===== src/rtl/wb_trace_buffer.sv =====
// wb_trace_buffer: records every retired writeback (rd + result) in a small
// circular FIFO, tagging each entry with a wrapping 8-bit sequence number.
// Entries drain over a valid/ready handshake. The core is never stalled, so
// entries that arrive while the buffer is full are dropped, and each drop is
// reported through a sticky overflow flag and a saturating counter.
module wb_trace_buffer #(
  parameter int DATA_W = 32,
  parameter int DEPTH  = 8,
  parameter int PTR_W  = 3
) (
  input  logic                clk,
  input  logic                rst,
  input  logic                wb_valid,
  input  logic [4:0]          wb_rd,
  input  logic [DATA_W-1:0]   wb_data,
  input  logic                clear,
  output logic                out_valid,
  input  logic                out_ready,
  output logic [DATA_W+12:0]  out_data,
  output logic [PTR_W:0]      count,
  output logic                overflow,
  output logic [7:0]          drop_cnt
);

  localparam int ENTRY_W = DATA_W + 13;
  localparam logic [PTR_W:0] DEPTH_C = (PTR_W+1)'(DEPTH);

  logic [ENTRY_W-1:0] mem_q [DEPTH];

  logic [PTR_W-1:0] rd_ptr_q, rd_ptr_d;
  logic [PTR_W-1:0] wr_ptr_q, wr_ptr_d;
  logic [PTR_W:0]   count_q, count_d;
  logic [7:0]       seq_q, seq_d;
  logic             overflow_q, overflow_d;
  logic [7:0]       drop_cnt_q, drop_cnt_d;

  logic full;
  logic pop;
  logic push;
  logic drop;
  logic mem_we;

  // Handshake decode; a pop in the same cycle frees the slot a push needs.
  always_comb begin
    full   = (count_q == DEPTH_C);
    pop    = (count_q != '0) && out_ready;
    push   = wb_valid && (!full || pop);
    drop   = wb_valid && full && !pop;
    mem_we = push && !clear;
  end

  // Next-state for pointers, occupancy, sequence tag and loss reporting.
  always_comb begin
    rd_ptr_d   = rd_ptr_q;
    wr_ptr_d   = wr_ptr_q;
    count_d    = count_q;
    seq_d      = seq_q;
    overflow_d = overflow_q;
    drop_cnt_d = drop_cnt_q;
    if (clear) begin
      rd_ptr_d   = '0;
      wr_ptr_d   = '0;
      count_d    = '0;
      seq_d      = '0;
      overflow_d = 1'b0;
      drop_cnt_d = '0;
    end else begin
      if (push) begin
        wr_ptr_d = wr_ptr_q + 1'b1;
        seq_d    = seq_q + 8'd1;
      end
      if (pop) begin
        rd_ptr_d = rd_ptr_q + 1'b1;
      end
      unique case ({push, pop})
        2'b10:   count_d = count_q + 1'b1;
        2'b01:   count_d = count_q - 1'b1;
        default: count_d = count_q;
      endcase
      if (drop) begin
        overflow_d = 1'b1;
        if (drop_cnt_q != 8'hFF) begin
          drop_cnt_d = drop_cnt_q + 8'd1;
        end
      end
    end
  end

  // Control state register; reset empties the buffer without waiting for a clock.
  always_ff @(posedge clk or negedge rst) begin
    if (!rst) begin
      rd_ptr_q   <= '0;
      wr_ptr_q   <= '0;
      count_q    <= '0;
      seq_q      <= '0;
      overflow_q <= 1'b0;
      drop_cnt_q <= '0;
    end else begin
      rd_ptr_q   <= rd_ptr_d;
      wr_ptr_q   <= wr_ptr_d;
      count_q    <= count_d;
      seq_q      <= seq_d;
      overflow_q <= overflow_d;
      drop_cnt_q <= drop_cnt_d;
    end
  end

  // Entry storage; contents are don't-care after reset or clear, so no reset.
  always_ff @(posedge clk) begin
    if (mem_we) begin
      mem_q[wr_ptr_q] <= {seq_q, wb_rd, wb_data};
    end
  end

  // Output view of the head entry and status.
  always_comb begin
    out_valid = (count_q != '0);
    out_data  = mem_q[rd_ptr_q];
    count     = count_q;
    overflow  = overflow_q;
    drop_cnt  = drop_cnt_q;
  end

endmodule

===== config.mk =====
export PLATFORM = sky130hd
export DESIGN_NAME = wb_trace_buffer
export DESIGN_NICKNAME = d
export VERILOG_FILES = /design/src/rtl/wb_trace_buffer.sv
export SDC_FILE = /design/constraint.sdc
export NUM_CORES = 1
export LEC_CHECK = 0
export CAP_MARGIN = 20
export CORE_MARGIN = 2
export CORE_UTILIZATION = 50
export CTS_CLUSTER_SIZE = 16
export DETAILED_ROUTE_END_ITERATION = 12
export GPL_TIMING_DRIVEN = 0
export PLACE_DENSITY = 0.8
export SLEW_MARGIN = 10
export SYNTH_ARGS = -nofsm -noshare
export SYNTH_HDL_FRONTEND = slang
export SYNTH_SLANG_ARGS = --single-unit
export TNS_END_PERCENT = 30

===== constraint.sdc =====
create_clock -name clk -period 6.1 [get_ports clk]
set_clock_uncertainty 0.2 [all_clocks]
set_input_delay 1.22 -clock clk [delete_from_list [all_inputs] [get_ports clk]]
set_output_delay 1.22 -clock clk [all_outputs]
set_load 0.05 [all_outputs]

==> results.sh <==
export IMPL_diodes=0
export IMPL_place_ws_ns=1.36
export IMPL_viasPerCell=5.84
export IMPL_dr_wl_met3_um=2050
export IMPL_cts_resized=0
export IMPL_final_hold_viol_count=0
export IMPL_crit_path_top_delay_cell="clkdlybuf4s50_1"
export IMPL_wl_per_cell_um=23.9
export IMPL_cts_sinks=387
export IMPL_yosys_warnings=0
export IMPL_fmax_ghz=0.203
export IMPL_cts_buffers=39
export IMPL_drv_cap=0
export IMPL_ant_nets=0
export IMPL_postSynthCellCount=702
export IMPL_fin_ws_ns=1.17
export IMPL_slew_viol_final=0
export IMPL_cpPeakStageDelay_ns=0.75
export IMPL_synth_top_area_share_pct=71.5
export IMPL_syn_area_um2=15100
export IMPL_most_common_layout_cells="360 x edfxtp_1, 98 x clkdlybuf4s50_1, 90 x mux4_2, 45 x mux2_2, 43 x clkbuf_16"
export IMPL_syn_area_per_cell_um2=21.5
export IMPL_placed_cell_area_um2=17000
export IMPL_grt_overflow_total=0
export IMPL_wl_um=30600
export IMPL_met2RoutedLength_um=15300
export IMPL_worstHoldStart="overflow"
export IMPL_first_global_vias=7754
export IMPL_clockBufferDepth=3
export IMPL_syn_nets=750
export IMPL_cp_max_fo=10
export IMPL_fin_area_um2=18300
export IMPL_cts_root_buf="clkbuf_16"
export IMPL_m1WireLength_um=12800
export IMPL_yosysSeqAreaShare_pct=76.0
export IMPL_place_congestion=0.761
export IMPL_fin_crit_sh_pct=80.9
export IMPL_io_pin_count=101
export IMPL_layout_commonest_cell="edfxtp_1"
export IMPL_synth_top_cells_by_area="edfxtp_1 72%, mux4_2 13%, dfrtp_1 4.5%"
export IMPL_grt_pass1_wl_um=46600
export IMPL_synth_edff_count=360
export IMPL_r2r_start="count[0]"
export IMPL_start_kind="flip-flop"
export IMPL_rsz0062_at_grt="false"
export IMPL_outcome="finished clean"
export IMPL_post_cts_buffers=0
export IMPL_grt_max_degree=28
export IMPL_crit_arrival_ns=3.51
export IMPL_io_buffers=99
export IMPL_cp_common_cell="clkbuf_1"
export IMPL_first_pass_iters=5
export IMPL_antenna_found_initial=0
export IMPL_power_density_nw_per_um2=379
export IMPL_top_layer_used="met4"
export IMPL_cts_htree_levels=2
export IMPL_initial_utilization_pct=50.9
export IMPL_num_vias=7487
export IMPL_core_um2=29700
export IMPL_synth_distinct_cells=44
export IMPL_dp_hpwl_um=18600
export IMPL_num_rows=63
export IMPL_hold_buffers=0
export IMPL_ir_drop_uv=271
export IMPL_period_minus_slack_ns=4.93
export IMPL_worstMarginPinSlew_ns=0.961
export IMPL_die_area_um2=31600
export IMPL_clkSlewWorstSetupHoldPaths_ns=0.06
export IMPL_die_y_um=178
export IMPL_p_leak_nw=5.89
export IMPL_seq_area_um2=11500
export IMPL_cp_required_ns=4.68
export IMPL_drc=0
export IMPL_area_growth_pct=21.0
export IMPL_synth_largest_area_cell="edfxtp_1"
export IMPL_crit_chain="clkbuf_1 -> clkbuf_1 -> mux4_2 -> mux2_2 -> clkdlybuf4s50_1"
export IMPL_critPathLaunch="rd_ptr_q[1]"
export IMPL_ys_ff_latch=387
export IMPL_tns_ns=0
export IMPL_async_reset_ff_share_pct=6.98
export IMPL_synth_ff_type="edfxtp_1"
export IMPL_fillers=2002
export IMPL_clk_insertion_delay_late_ns=0.51
export IMPL_min_path_type="flip-flop to flip-flop"
export IMPL_max_slew_margin_pct=35.6
export IMPL_criticalPathCategory="flip-flop to primary output"
export IMPL_drive_gt1_share_pct=27.1
export IMPL_drtIter0Drc=650
export IMPL_die_x_um=178
export IMPL_gr_usage_all_layers_pct=20.0
export IMPL_cts_tree="done"
export IMPL_multi_input_area_um2=3500
export IMPL_end_kind="primary output"
export IMPL_setup_viol=0
export IMPL_nets=913
power by group:
part           leakage (nW)  switching [mW]  internal, mW
Sequential             3.65          0.0407          2.97
Clock                 0.619           0.929          1.39
Combinational          1.62           0.933         0.655
flip-flops by register name, indices dropped and copies added (netlist names):
register and flops:
count 4, drop_cnt 8, mem_q 360, overflow 1, rd_ptr_q 3, seq_q 8
wr_ptr_q 3
synth_stat cells (all sizes together) (5+ instances only):
library cell    n
nand3           5
buf            17
inv             5
xor2            9
ha              6
or3             8
o31ai           5
o21ai          10
nor2           28
nand2b          6
mux4           90
nor3            5
nand2           6
o211ai          5
edfxtp        360
dfrtp          27
mux2           45
a21oi          11
clkbuf         20
cell families after synthesis:
group	Yosys count	share of synthesized area, %
DFF	387	76.0
muxes	139	17.0
xor gates and xnor gates	13	0.753
buffers and inverters	42	1.23
adders and majority gates	6	0.497
AOI/OAI and AO/OA	45	2.08
and+or+nand+nor	70	2.41
stage by stage:
| step | total power, mW | util, % | hold WS (ns) | cells |
|---|---|---|---|---|
| 3_3_place_gp | 4.62 | 55.8 | 0.316 | 1191 |
| 5_1_grt | 7.15 | 61.5 | 0.353 | 1282 |
| 2_1_floorplan | 4.18 | - | 0.338 | 702 |
| 3_5_place_dp | 4.66 | 57.3 | 0.312 | 1214 |
| 6_report | 6.93 | 61.5 | 0.323 | 1282 |
| 4_1_cts | 6.97 | 61.5 | 0.328 | 1282 |
layer usage:
layer	up-vias	global-route usage, %
li1	3256	-
met1	3938	28.7
met2	253	32.7
met3	40	3.41
met4	0	4.51
met5	-	0
worst paths after layout:
kind                                 to  slack (ns)  cells past startpoint
min in group asynchronous   wr_ptr_q[1]        0.53                      1
setup reg to reg           mem_q[1][15]        2.50                      9
max in group asynchronous   rd_ptr_q[2]        4.75                      1
hold reg to reg                overflow        0.32                      2
setup / recovery           out_data[41]        1.17                      5
hold / removal                 overflow        0.32                      2
layout make-up:
| cell class | instances | share of cell area, % |
|---|---|---|
| buffer | 37 | 0.917 |
| tap | 390 | 2.67 |
| clock buffer | 60 | 6.56 |
| clock inverter | 8 | 0.356 |
| sequential | 387 | 62.8 |
| timing repair buffer | 122 | 7.46 |
| inverter | 5 | 0.103 |
| multi-input combinational | 273 | 19.1 |
worst max-delay path, delay by kind of cell, from the launching register on:
family	cells	cell delay, ns
flip-flops	1	0.35
buffers and inverters	3	1.91
multiplexers	2	0.72
No activity file was read; power rests on OpenSTA's default activity.
